### src/rtl/mips_pkg.sv
// Shared MIPS control definitions: opcodes, control-bundle layouts and bit positions.
package mips_pkg;

  localparam int unsigned OPCODE_BITS = 6;
  localparam int unsigned RADDR_BITS  = 5;

  localparam logic [OPCODE_BITS-1:0] OP_RTYPE = 6'b000000;
  localparam logic [OPCODE_BITS-1:0] OP_LW    = 6'b100011;
  localparam logic [OPCODE_BITS-1:0] OP_SW    = 6'b101011;
  localparam logic [OPCODE_BITS-1:0] OP_BEQ   = 6'b000100;
  localparam logic [OPCODE_BITS-1:0] OP_ADDI  = 6'b001000;

  localparam int unsigned WB_W = 2;
  localparam int unsigned M_W  = 3;
  localparam int unsigned EX_W = 4;

  localparam int unsigned WB_REGWRITE = 1;
  localparam int unsigned WB_MEMTOREG = 0;

  localparam int unsigned M_BRANCH   = 2;
  localparam int unsigned M_MEMREAD  = 1;
  localparam int unsigned M_MEMWRITE = 0;

  localparam int unsigned EX_REGDST    = 3;
  localparam int unsigned EX_ALUOP_MSB = 2;
  localparam int unsigned EX_ALUSRC    = 0;

  localparam logic [1:0] ALUOP_ADD   = 2'b00;
  localparam logic [1:0] ALUOP_SUB   = 2'b01;
  localparam logic [1:0] ALUOP_RTYPE = 2'b10;

  // Full control word as carried in ID/EX
  typedef struct packed {
    logic [WB_W-1:0] wb;
    logic [M_W-1:0]  m;
    logic [EX_W-1:0] ex;
  } ctrl_t;

  // Reduced control word as carried in EX/MEM
  typedef struct packed {
    logic [WB_W-1:0] wb;
    logic [M_W-1:0]  m;
  } wbm_t;

endpackage

### src/rtl/pipe_ctrl_decode.sv
// Combinational opcode decoder producing the WB/M/EX control bundles and an illegal flag.
module pipe_ctrl_decode
  import mips_pkg::*;
#(
  parameter int unsigned OPC_W = OPCODE_BITS
) (
  input  logic [OPC_W-1:0] opcode_i,
  output ctrl_t            ctrl_c_o,
  output logic             illegal_c_o
);

  always_comb begin
    ctrl_c_o    = '0;
    illegal_c_o = 1'b0;
    case (opcode_i)
      OPC_W'(OP_RTYPE): begin
        ctrl_c_o.wb[WB_REGWRITE]              = 1'b1;
        ctrl_c_o.ex[EX_REGDST]                = 1'b1;
        ctrl_c_o.ex[EX_ALUOP_MSB -: 2]        = ALUOP_RTYPE;
      end
      OPC_W'(OP_LW): begin
        ctrl_c_o.wb[WB_REGWRITE]              = 1'b1;
        ctrl_c_o.wb[WB_MEMTOREG]              = 1'b1;
        ctrl_c_o.m[M_MEMREAD]                 = 1'b1;
        ctrl_c_o.ex[EX_ALUOP_MSB -: 2]        = ALUOP_ADD;
        ctrl_c_o.ex[EX_ALUSRC]                = 1'b1;
      end
      OPC_W'(OP_SW): begin
        ctrl_c_o.m[M_MEMWRITE]                = 1'b1;
        ctrl_c_o.ex[EX_ALUOP_MSB -: 2]        = ALUOP_ADD;
        ctrl_c_o.ex[EX_ALUSRC]                = 1'b1;
      end
      OPC_W'(OP_BEQ): begin
        ctrl_c_o.m[M_BRANCH]                  = 1'b1;
        ctrl_c_o.ex[EX_ALUOP_MSB -: 2]        = ALUOP_SUB;
      end
      OPC_W'(OP_ADDI): begin
        ctrl_c_o.wb[WB_REGWRITE]              = 1'b1;
        ctrl_c_o.ex[EX_ALUOP_MSB -: 2]        = ALUOP_ADD;
        ctrl_c_o.ex[EX_ALUSRC]                = 1'b1;
      end
      default: begin
        illegal_c_o = 1'b1;
      end
    endcase
  end

endmodule

### src/rtl/pipe_ctrl_unit.sv
// Pipelined control unit: decode, load-use stall, branch flush and the ID/EX, EX/MEM, MEM/WB
// control registers.
module pipe_ctrl_unit
  import mips_pkg::*;
#(
  parameter int unsigned OPC_W     = OPCODE_BITS,
  parameter int unsigned RADDR_W   = RADDR_BITS,
  parameter bit          HAZARD_EN = 1'b1
) (
  input  logic               clk,
  input  logic               rst_n,
  input  logic [OPC_W-1:0]   opcode,
  input  logic [RADDR_W-1:0] if_id_rs,
  input  logic [RADDR_W-1:0] if_id_rt,
  input  logic [RADDR_W-1:0] id_ex_rt,
  input  logic               flush,
  output logic               stall,
  output logic               illegal_op,
  output logic [WB_W-1:0]    id_ex_wb,
  output logic [M_W-1:0]     id_ex_m,
  output logic [EX_W-1:0]    id_ex_ex,
  output logic [WB_W-1:0]    ex_mem_wb,
  output logic [M_W-1:0]     ex_mem_m,
  output logic [WB_W-1:0]    mem_wb_wb
);

  ctrl_t           dec_ctrl;
  logic            dec_illegal;

  ctrl_t           id_ex_d,   id_ex_q;
  logic            illegal_d, illegal_q;
  wbm_t            ex_mem_d,  ex_mem_q;
  logic [WB_W-1:0] mem_wb_d,  mem_wb_q;

  logic            rs_hit;
  logic            rt_hit;
  logic            load_use;

  pipe_ctrl_decode #(
    .OPC_W (OPC_W)
  ) u_decode (
    .opcode_i    (opcode),
    .ctrl_c_o    (dec_ctrl),
    .illegal_c_o (dec_illegal)
  );

  // Load in EX whose destination feeds the instruction in ID; a taken branch overrides it
  always_comb begin
    rs_hit   = (id_ex_rt == if_id_rs);
    rt_hit   = (id_ex_rt == if_id_rt);
    load_use = id_ex_q.m[M_MEMREAD] & (rs_hit | rt_hit);
    stall    = HAZARD_EN & load_use & ~flush;
  end

  always_comb begin
    id_ex_d   = '0;
    illegal_d = 1'b0;
    ex_mem_d  = '0;
    mem_wb_d  = ex_mem_q.wb;
    if (!(flush || stall)) begin
      id_ex_d   = dec_ctrl;
      illegal_d = dec_illegal;
    end
    if (!flush) begin
      ex_mem_d.wb = id_ex_q.wb;
      ex_mem_d.m  = id_ex_q.m;
    end
  end

  always_ff @(posedge clk or negedge rst_n) begin
    if (!rst_n) begin
      id_ex_q   <= '0;
      illegal_q <= 1'b0;
      ex_mem_q  <= '0;
      mem_wb_q  <= '0;
    end else begin
      id_ex_q   <= id_ex_d;
      illegal_q <= illegal_d;
      ex_mem_q  <= ex_mem_d;
      mem_wb_q  <= mem_wb_d;
    end
  end

  assign illegal_op = illegal_q;
  assign id_ex_wb   = id_ex_q.wb;
  assign id_ex_m    = id_ex_q.m;
  assign id_ex_ex   = id_ex_q.ex;
  assign ex_mem_wb  = ex_mem_q.wb;
  assign ex_mem_m   = ex_mem_q.m;
  assign mem_wb_wb  = mem_wb_q;

endmodule

### config.mk
export PLATFORM = sky130hd
export DESIGN_NAME = pipe_ctrl_unit
export DESIGN_NICKNAME = d
export VERILOG_FILES = /design/src/rtl/mips_pkg.sv /design/src/rtl/pipe_ctrl_decode.sv /design/src/rtl/pipe_ctrl_unit.sv
export SDC_FILE = /design/constraint.sdc
export NUM_CORES = 1
export LEC_CHECK = 0
export CORE_MARGIN = 3
export CORE_UTILIZATION = 39
export DETAILED_ROUTE_END_ITERATION = 16
export PLACE_DENSITY = 0.9
export SYNTH_ARGS = -nofsm -noshare
export SYNTH_HDL_FRONTEND = slang
export SYNTH_HIERARCHICAL = 1
export SYNTH_SLANG_ARGS = --single-unit
export TNS_END_PERCENT = 10
### constraint.sdc
create_clock -name clk -period 1.2 [get_ports clk]
set_input_delay 0.18 -clock clk [delete_from_list [all_inputs] [get_ports clk]]
set_output_delay 0.18 -clock clk [all_outputs]
set_load 0.05 [all_outputs]
==> flow_metrics.env, run 1 <==
export IMPL_clock_sinks=17
export IMPL_io_buffers=41
export IMPL_endpoint_kind="output pin"
export IMPL_routed_wire_length_per_instance_um=19.34
export IMPL_critical_path_cell_chain="nor2b_4 -> and2_4 -> buf_12"
export IMPL_chipHeight_um=52.05
export IMPL_clkSlewWorstSetupHoldPaths_ns=0.09
export IMPL_placeableCoreArea_sq_mm=0.001982
export IMPL_detail_route_wirelength_um=2939
export IMPL_status="complete, but fails checks"
export IMPL_initial_core_utilization=0.4173
export IMPL_cell_count_after_synthesis=70
export IMPL_finalSetupTns_ns=-0.7164
export IMPL_gp_congestion=0.8439
export IMPL_grt_pass1_wl_um=4284
export IMPL_yosys_register_bits=17
export IMPL_final_min_period_over_clock_period=1.126
export IMPL_final_nets=150
export IMPL_whs_ns=0.1978
export IMPL_grt_pass1_vias=863
export IMPL_yosys_top_cells_count="17 x sky130_fd_sc_hd__dfrtp_1, 10 x sky130_fd_sc_hd__nor3b_1, 10 x sky130_fd_sc_hd__xnor2_1"
export IMPL_drive_above_1_share=0.5280
export IMPL_die_span_in_x_um=52.05
export IMPL_cellLeakagePower_nw=0.7163
export IMPL_cts_tree="done"
export IMPL_area_growth_synth_to_final_pct=98.64
export IMPL_cts_htree_levels=1
export IMPL_drt_iter0_drc=14
export IMPL_final_critical_path_time_including_i_o_delays_and_setup_ns=1.352
export IMPL_final_antenna_net_count=0
export IMPL_synthesis_nets=94
export IMPL_hold_viol_final=0
export IMPL_path_max_fanout=2
export IMPL_critical_path_class="reg -> out"
export IMPL_p_int_mw=0.8766
export IMPL_cts_buffer_depth=2
export IMPL_synth_warnings=6
export IMPL_yosysSeqAreaShare=0.5144
export IMPL_netSwitchingFraction=0.2779
export IMPL_fin_cells=152
export IMPL_pin_count_of_the_biggest_net_entering_global_routing=18
export IMPL_maxCapViolations=0
export IMPL_final_core_utilization=0.8289
export IMPL_antenna_violations_before_repair=0
export IMPL_rsz0062_at_grt="yes"
export IMPL_cp_slowest_stage_delay_ns=0.43
export IMPL_first_pass_iters=4
export IMPL_power_density_mw_per_mm2=738.9
export IMPL_timing_final_ws_setup_ns=-0.1517
export IMPL_ys_flop_type="sky130_fd_sc_hd__dfrtp_1"
export IMPL_netSwitchingPower_mw=0.3373
export IMPL_finalSetupViolCount=12
export IMPL_route_vias_total=813
export IMPL_report_final_slew_viol_count=0
export IMPL_antenna_diode_count=0
export IMPL_synth_top_cell_area_share=0.5144
export IMPL_comb_power_share=0.258
export IMPL_rows=16
export IMPL_clock_power_share=0.262
export IMPL_drt_drc_violations_left=0
export IMPL_syn_cell_area_sq_um=827.0
export IMPL_maxClockFrequency_mhz=739.8
export IMPL_hold_path_class="in -> async"
export IMPL_failed_checks="setup timing"
export IMPL_yosysMostFrequentCell="sky130_fd_sc_hd__dfrtp_1"
export IMPL_post_synth_main_area_contributors="sky130_fd_sc_hd__dfrtp_1 51%, sky130_fd_sc_hd__xnor2_1 11%, sky130_fd_sc_hd__nor3b_1 9.1%, sky130_fd_sc_hd__nor2b_1 3.8%, sky130_fd_sc_hd__nand3_1 3.0%"
export IMPL_worst_ep_required_time_ns=1.02
export IMPL_hold_buffers=0
export IMPL_actual_slew_at_the_worst_max_slew_pin_ns=0.4206
export IMPL_detail_route_vias_per_cell=5.349
export IMPL_max_slew_margin=0.7124
export IMPL_synthesis_area_per_instance_sq_um=11.81
export IMPL_r2r_setup_slack_ns=-0.05
export IMPL_clock_root_buffer="sky130_fd_sc_hd__clkbuf_4"
export IMPL_routed_top_layer="met4"
export IMPL_fillers=91
export IMPL_synthDominantAreaCellType="sky130_fd_sc_hd__dfrtp_1"
export IMPL_cts_inserted_buffers=3
export IMPL_synth_edf_count=0
export IMPL_routed_wl_met2_um=1581
export IMPL_met1_length_um=1025
export IMPL_boundaryPins=42
export IMPL_synth_distinct_cells=23
export IMPL_final_setup_skew_ns=0.001042
export IMPL_die_area_sq_mm=0.002709
export IMPL_met3_length_um=202
export IMPL_place_hpwl_um=1889
export IMPL_timing_critical_path_slowest_stage_cell="sky130_fd_sc_hd__dfrtp_2"
export IMPL_worstSkewPairLatency_ns=0.30
export IMPL_combined_global_route_utilization_of_all_metal_layers=0.2267
export IMPL_power_ir_vdd_worst_v=0.0006541
export IMPL_grt_remaining_overflow=0
export IMPL_placed_cells=139
export IMPL_critical_path_startpoint_type="flop"
export IMPL_asyncSetResetFlopFracSynth=1.000
export IMPL_sequentialPowerShare=0.481
export IMPL_critPathArrivalTime_ns=1.17
[cells by family after synthesis]
| group | after synthesis | synth area share |
|---|---|---|
| and+or+nand+nor | 32 | 0.2617 |
| DFF | 17 | 0.5144 |
| xor gates and xnor gates | 10 | 0.1059 |
| AOI/OAI and AO/OA | 6 | 0.07566 |
| buffers and inverters | 5 | 0.04234 |
[worst max-delay path: cells and delay by family, from the launching register on]
family / cells / cell delay (ns)
simple gates: 2 / 0.29
flops: 1 / 0.43
buf+inv: 1 / 0.14
[layer usage]
| layer | vias up | GRT usage |
|---|---|---|
| met4 | 0 | 0.1266 |
| met3 | 13 | 0.04871 |
| met1 | 393 | 0.2431 |
| met5 | - | 0 |
| met2 | 47 | 0.4059 |
| li1 | 360 | - |
[cell type report]
class,count,area [sq um],area share
multi-input cells,48,485.5,0.2955
flip-flops and latches,17,426.7,0.2597
repair buffers,56,670.6,0.4082
clock buffers,4,26.28,0.01599
well taps,27,33.78,0.02056
[worst paths after layout]
path,cells past startpoint,start,to
setup / recovery,3,id_ex_m[1]$_DFF_PN0_,stall
hold / removal,2,rst_n,mem_wb_wb[1]$_DFF_PN0_
setup reg to reg,4,id_ex_m[1]$_DFF_PN0_,id_ex_ex[0]$_DFF_PN0_
hold reg to reg,0,ex_mem_wb[1]$_DFF_PN0_,mem_wb_wb[1]$_DFF_PN0_
max in group asynchronous,2,rst_n,id_ex_m[1]$_DFF_PN0_
min in group clk,0,ex_mem_wb[1]$_DFF_PN0_,mem_wb_wb[1]$_DFF_PN0_
[sequential cells by signal, indices dropped and copies added (netlist names)]
name / cells
ex_mem_wb: 2
illegal_op: 1
id_ex_m: 3
ex_mem_m: 3
id_ex_ex: 4
id_ex_wb: 2
mem_wb_wb: 2
[cell usage in the layout (no fill, tap or decap), types with 2 or more instances in the layout]
cell type / n
sky130_fd_sc_hd__dfrtp_1: 16
sky130_fd_sc_hd__clkbuf_4: 3
sky130_fd_sc_hd__buf_4: 14
sky130_fd_sc_hd__nand3_1: 2
sky130_fd_sc_hd__nand3_2: 3
sky130_fd_sc_hd__nor4_1: 3
sky130_fd_sc_hd__clkdlybuf4s50_1: 4
sky130_fd_sc_hd__buf_2: 5
sky130_fd_sc_hd__xnor2_2: 9
sky130_fd_sc_hd__dlygate4sd2_1: 7
sky130_fd_sc_hd__buf_12: 18
sky130_fd_sc_hd__nor3b_1: 8
sky130_fd_sc_hd__nor2b_1: 4
sky130_fd_sc_hd__nor3b_2: 2
sky130_fd_sc_hd__clkdlybuf4s15_1: 4
sky130_fd_sc_hd__clkdlybuf4s15_2: 2
sky130_fd_sc_hd__nand2_1: 2
[metrics by stage]
stage	instance area [sq um]	worst slack (ns)	power, mW
after floorplan	829.5	-0.06223	0.6858
after global placement	1464	-0.4869	0.8275
after detailed placement	1464	-0.5922	0.8402
after CTS	1600	-0.1101	1.168
after global routing	1643	-0.1777	1.264
final	1643	-0.1517	1.214
[power groups by stage]
stage          clock (mW)  sequential (mW)  combinational (mW)
2_1_floorplan           0            0.611              0.0745
3_3_place_gp            0            0.594               0.233
3_5_place_dp            0            0.595               0.246
4_1_cts             0.307            0.583               0.278
5_1_grt             0.353            0.584               0.328
6_report            0.318            0.583               0.313
[what timing repair did]
action                                 in CTS  in global routing
setup endpoints to repair                  11                 12
buffers inserted                            8                  1
endpoints found under the hold margin       0                  0
gates resized for setup                    52                 13
pin swaps                                  16                 12
Note: power is estimated with default switching activity, not from simulation.
==> inputs of run 2 (changes only) <==
--- a/config.mk
+++ b/config.mk
@@ -5,7 +5,6 @@
 export SDC_FILE = /design/constraint.sdc
 export NUM_CORES = 1
 export LEC_CHECK = 0
-export CORE_MARGIN = 3
 export CORE_UTILIZATION = 39
 export DETAILED_ROUTE_END_ITERATION = 16
 export PLACE_DENSITY = 0.9
==> run 2 against run 1 <==
Compared with the run above: the flow still finishes with violations (setup timing); fmax fell by 0.27%; cell count rose by 3.3%; via count rose by 8.2%; clock skew barely moved; register-to-register slack barely moved; combinational power rose by 13%; design area rose by 3.4%; power rose by 2.0%; non-clock buffer count rose by 5; largest power group unchanged.
==> flow_metrics.env, run 2 (synthesis gave the netlist of run 1 again) <==
export IMPL_status="complete, but fails checks"
export IMPL_failed_checks="setup timing"
export IMPL_worst_ep_required_time_ns=1.02
export IMPL_die_area_sq_mm=0.002309
export IMPL_comb_power_share=0.286
export IMPL_netSwitchingPower_mw=0.3446
export IMPL_final_setup_skew_ns=0.0005751
export IMPL_sequentialPowerShare=0.471
export IMPL_r2r_setup_slack_ns=-0.04
export IMPL_p_total_mw=1.238
export IMPL_cellLeakagePower_nw=0.7402
export IMPL_cts_tree="done"
export IMPL_io_buffers=41
export IMPL_final_critical_path_time_including_i_o_delays_and_setup_ns=1.355
export IMPL_final_nets=155
export IMPL_mostFrequentLayoutCell="sky130_fd_sc_hd__buf_4"
export IMPL_fillers=84
export IMPL_critical_path_cell_chain="clkdlybuf4s15_1 -> xnor2_1 -> nand3_2 -> o22ai_2 -> and2_4 -> buf_12"
export IMPL_placeableCoreArea_sq_mm=0.001982
export IMPL_cts_buffer_depth=2
export IMPL_clock_power_share=0.243
export IMPL_cts_inserted_buffers=3
export IMPL_cp_slowest_stage_delay_ns=0.21
export IMPL_netSwitchingFraction=0.2783
export IMPL_finalSetupViolCount=12
export IMPL_met3_length_um=194
export IMPL_maxCapViolations=0
export IMPL_detail_route_vias_per_cell=5.605
export IMPL_path_max_fanout=2
export IMPL_whs_ns=0.2202
export IMPL_route_vias_total=880
export IMPL_layout_common_cells="20 x sky130_fd_sc_hd__buf_4, 18 x sky130_fd_sc_hd__buf_12, 16 x sky130_fd_sc_hd__dfrtp_1"
export IMPL_rsz0062_at_grt="yes"
export IMPL_timing_critical_path_slowest_stage_cell="sky130_fd_sc_hd__clkdlybuf4s15_1"
export IMPL_worstSkewPairLatency_ns=0.29
export IMPL_routed_top_layer="met4"
export IMPL_pin_count_of_the_biggest_net_entering_global_routing=18
export IMPL_drt_iter0_drc=14
export IMPL_timing_startpoint_of_the_critical_path="if_id_rs[4]"
export IMPL_timing_final_ws_setup_ns=-0.1554
export IMPL_place_hpwl_um=1708
export IMPL_area_growth_synth_to_final_pct=105.3
export IMPL_rows=16
export IMPL_gp_congestion=0.8088
export IMPL_p_int_mw=0.8938
export IMPL_first_pass_iters=4
export IMPL_maxClockFrequency_mhz=737.8
export IMPL_initial_core_utilization=0.4173
export IMPL_met1_length_um=1120
export IMPL_hold_viol_final=0
export IMPL_final_core_utilization=0.8567
export IMPL_cts_htree_levels=1
export IMPL_critPathArrivalTime_ns=1.18
export IMPL_largest_register_ffs=4
export IMPL_die_span_in_x_um=48.05
export IMPL_dpl_instance_area_sq_mm=0.001471
export IMPL_drt_drc_violations_left=0
export IMPL_drive_above_1_share=0.6154
export IMPL_actual_slew_at_the_worst_max_slew_pin_ns=0.4043
export IMPL_boundaryPins=42
export IMPL_critical_path_top_delay_family="buffers and inverters"
export IMPL_endpoint_kind="output pin"
export IMPL_grt_pass1_vias=868
export IMPL_finalSetupTns_ns=-0.5233
export IMPL_clkSlewWorstSetupHoldPaths_ns=0.09
export IMPL_critical_path_class="in -> out"
export IMPL_antenna_violations_before_repair=0
export IMPL_routed_wl_met2_um=1732
export IMPL_critical_path_startpoint_type="primary input"
export IMPL_design_area_sq_mm=0.001698
export IMPL_power_ir_vdd_worst_v=0.0007230
export IMPL_report_final_slew_viol_count=0
export IMPL_power_density_mw_per_mm2=729.4
export IMPL_grt_remaining_overflow=0
export IMPL_antenna_diode_count=0
export IMPL_hold_path_class="in -> async"
export IMPL_cp_buffers_inverters=2
export IMPL_chipHeight_um=48.05
export IMPL_worst_r2r_startpoint="id_ex_m[1]$_DFF_PN0_"
export IMPL_clock_sinks=17
export IMPL_max_slew_margin=0.7305
export IMPL_detail_route_wirelength_um=3226
export IMPL_routed_wire_length_per_instance_um=20.55
export IMPL_combined_global_route_utilization_of_all_metal_layers=0.2941
export IMPL_final_min_period_over_clock_period=1.129
export IMPL_grt_pass1_wl_um=4333
export IMPL_clock_root_buffer="sky130_fd_sc_hd__clkbuf_4"
export IMPL_final_antenna_net_count=0
## run 2: cell types whose count changed in the layout (fill, tap and decap cells not counted), sizes merged
cell           previous run  this run
dlygate4sd2               7         4
clkdlybuf4s15             6         5
clkbuf                    5         4
buf                      38        48
## run 2: metrics by stage
step	std cells	setup slack (ns)
floorplan	70	-0.06223
global placement	140	-0.4898
detailed placement	140	-0.5452
CTS	157	-0.08786
global route	157	-0.1657
finish	157	-0.1554
## run 2: worst paths after layout
path	cells after the start	end
worst max-delay path	6	stall
worst min-delay path	2	ex_mem_m[2]$_DFF_PN0_
worst max register to register	4	id_ex_wb[1]$_DFF_PN0_
worst min register to register	0	mem_wb_wb[1]$_DFF_PN0_
max in group asynchronous	2	id_ex_m[1]$_DFF_PN0_
min in group clk	0	mem_wb_wb[1]$_DFF_PN0_
## run 2: what timing repair did
item | CTS | global route
gates resized for setup | 67 | 13
pin swaps | 16 | 4
setup endpoints to repair | 11 | 12
buffers inserted | 13 | 0
hold buffers | 0 | 0
cloned | 0 | 0
## run 2: power by group through the flow
stage | registers [mW] | clock network, mW | logic [mW]
final | 0.583 | 0.301 | 0.354
after global routing | 0.584 | 0.330 | 0.371
after CTS | 0.583 | 0.301 | 0.304
after detailed placement | 0.595 | 0 | 0.246
after global placement | 0.594 | 0 | 0.236
after floorplan | 0.611 | 0 | 0.0745
## run 2: metal layers
metal  vias to the layer above  global-route usage
met1                       437              0.2881
met3                        16             0.09057
met2                        56              0.5378
met4                         0              0.1722
met5                         -                   0
li1                        371                   -
## run 2: layout make-up
type                       instances  area, sq um  area share
timing repair buffer              61        685.7      0.4038
multi-input combinational         48        525.5      0.3095
sequential                        17        426.7      0.2513
tap                               27        33.78     0.01990
clock buffer                       4        26.28     0.01548
==> inputs of run 3 (changes only) <==
--- a/config.mk
+++ b/config.mk
@@ -7,6 +7,7 @@
 export LEC_CHECK = 0
 export CORE_UTILIZATION = 39
 export DETAILED_ROUTE_END_ITERATION = 16
+export GPL_TIMING_DRIVEN = 0
 export PLACE_DENSITY = 0.9
 export SYNTH_ARGS = -nofsm -noshare
 export SYNTH_HDL_FRONTEND = slang
==> run 3 against run 2 <==
Compared with the run above: clock-buffer cell count did not move; global-route usage fell by 6.7 points; design area fell by 15%; first-iteration DRC count rose by 7.1%; the run still ends with setup timing left; power fell by 4.9%; setup slack improved by 0.036 ns; critical path type is now reg -> out; clock skew rose by 0.0033 ns; largest cell class is now multi-input gates; combinational power fell by 18%; sequential power barely moved.
==> flow_metrics.env, run 3 (synthesis gave the netlist of run 1 again) <==
export IMPL_detail_route_wirelength_um=2411
export IMPL_mostFrequentLayoutCell="sky130_fd_sc_hd__dfrtp_1"
export IMPL_path_max_fanout=3
export IMPL_final_critical_path_time_including_i_o_delays_and_setup_ns=1.319
export IMPL_max_slew_margin=0.5020
export IMPL_die_span_in_x_um=48.05
export IMPL_die_area_sq_mm=0.002309
export IMPL_hold_viol_final=0
export IMPL_actual_slew_at_the_worst_max_slew_pin_ns=0.7446
export IMPL_io_buffers=39
export IMPL_largest_register_ffs=4
export IMPL_failed_checks="setup timing"
export IMPL_drt_iter0_drc=15
export IMPL_fillers=125
export IMPL_routed_wl_met2_um=1320
export IMPL_cts_htree_levels=1
export IMPL_chipHeight_um=48.05
export IMPL_final_nets=150
export IMPL_final_setup_skew_ns=0.003890
export IMPL_power_ir_vdd_worst_v=0.0006205
export IMPL_final_antenna_net_count=0
export IMPL_worstSkewPairLatency_ns=0.28
export IMPL_place_hpwl_um=1554
export IMPL_initial_core_utilization=0.4173
export IMPL_detail_route_vias_per_cell=5.197
export IMPL_area_growth_synth_to_final_pct=74.89
export IMPL_finalSetupTns_ns=-0.7736
export IMPL_rows=16
export IMPL_cts_tree="done"
export IMPL_dpl_worst_slack_ns=-1.160
export IMPL_cts_inserted_buffers=3
export IMPL_routed_wire_length_per_instance_um=15.86
export IMPL_placeableCoreArea_sq_mm=0.001982
export IMPL_route_vias_total=790
export IMPL_clock_root_buffer="sky130_fd_sc_hd__clkbuf_4"
export IMPL_netSwitchingFraction=0.2716
export IMPL_netSwitchingPower_mw=0.3197
export IMPL_pin_count_of_the_biggest_net_entering_global_routing=18
export IMPL_first_pass_iters=4
export IMPL_grt_pass1_vias=749
export IMPL_routed_top_layer="met4"
export IMPL_power_density_mw_per_mm2=814.0
export IMPL_grt_remaining_overflow=0
export IMPL_hold_buffers=0
export IMPL_final_min_period_over_clock_period=1.099
export IMPL_layout_common_cells="16 x sky130_fd_sc_hd__dfrtp_1, 14 x sky130_fd_sc_hd__buf_4, 12 x sky130_fd_sc_hd__clkdlybuf4s15_2"
export IMPL_grt_pass1_wl_um=3525
export IMPL_worst_ep_required_time_ns=1.02
export IMPL_critical_path_startpoint_type="flop"
export IMPL_met3_length_um=160
export IMPL_timing_critical_path_slowest_stage_cell="sky130_fd_sc_hd__dfrtp_2"
export IMPL_status="complete, but fails checks"
export IMPL_boundaryPins=42
export IMPL_clock_sinks=17
export IMPL_cts_buffer_depth=2
export IMPL_finalSetupViolCount=12
export IMPL_maxCapViolations=0
export IMPL_sequentialPowerShare=0.492
export IMPL_clock_power_share=0.260
export IMPL_maxClockFrequency_mhz=757.9
export IMPL_comb_power_share=0.248
export IMPL_p_int_mw=0.8576
export IMPL_final_core_utilization=0.7298
export IMPL_drive_above_1_share=0.5200
export IMPL_combined_global_route_utilization_of_all_metal_layers=0.2276
export IMPL_report_final_slew_viol_count=0
export IMPL_cellLeakagePower_nw=0.6540
export IMPL_p_total_mw=1.177
export IMPL_rsz0062_at_grt="yes"
export IMPL_clkSlewWorstSetupHoldPaths_ns=0.10
export IMPL_antenna_violations_before_repair=0
export IMPL_met1_length_um=886
export IMPL_endpoint_kind="output pin"
export IMPL_drt_drc_violations_left=0
export IMPL_hold_path_class="in -> reg"
export IMPL_gp_congestion=0.7910
export IMPL_timing_final_ws_setup_ns=-0.1193
export IMPL_antenna_diode_count=0
export IMPL_critPathArrivalTime_ns=1.14
export IMPL_critical_path_class="reg -> out"
export IMPL_critical_path_cell_chain="nor2b_4 -> and2_4 -> buf_8"
export IMPL_whs_ns=0.2162
export IMPL_cp_slowest_stage_delay_ns=0.43
-- run 3: stage by stage --
step           cells  cell area (sq um)
4_1_cts          148               1420
5_1_grt          152               1446
3_5_place_dp     136               1254
3_3_place_gp     136               1254
6_report         152               1446
2_1_floorplan     70              829.5
-- run 3: area by class of cell --
type,instances,area [sq um],share of cell area
tap,27,33.78,0.02336
sequential,17,426.7,0.2950
clock buffer,4,26.28,0.01817
multi-input combinational,48,489.2,0.3382
timing repair buffer,51,435.4,0.3010
buffer,5,35.03,0.02422
-- run 3: worst max-delay path: cells and delay by family (launching register included) --
family	cells	cell delay (ns)
flops	1	0.43
simple gates	2	0.28
buf+inv	1	0.14
-- run 3: power by group through the flow --
stage / registers [mW] / clock network [mW] / logic [mW]
finish: 0.580 / 0.306 / 0.292
global route: 0.580 / 0.348 / 0.311
CTS: 0.580 / 0.299 / 0.254
detailed placement: 0.591 / 0 / 0.218
global placement: 0.591 / 0 / 0.206
floorplan: 0.611 / 0 / 0.0745
-- run 3: path summary, 6_finish.rpt --
kind	start	end	slack [ns]	cells past startpoint
setup / recovery	id_ex_m[1]$_DFF_PN0_	stall	-0.12	3
hold / removal	opcode[2]	id_ex_ex[0]$_DFF_PN0_	0.22	3
setup reg to reg	id_ex_m[1]$_DFF_PN0_	id_ex_m[0]$_DFF_PN0_	0.09	4
hold reg to reg	ex_mem_wb[1]$_DFF_PN0_	mem_wb_wb[1]$_DFF_PN0_	0.38	0
max in group asynchronous	rst_n	id_ex_m[1]$_DFF_PN0_	0.36	1
min in group asynchronous	rst_n	ex_mem_wb[0]$_DFF_PN0_	0.32	1
-- run 3: layer usage --
layer,track usage,up-vias
met3,0.04151,7
met5,0,-
li1,-,361
met4,0.05556,0
met1,0.2570,383
met2,0.4351,39
-- run 3: what timing repair did --
action                                  CTS  global route
cloned                                    0             0
gates resized for setup                 106            27
buffers inserted                          8             4
pin swaps                                16            15
endpoints found under the setup margin   28            23
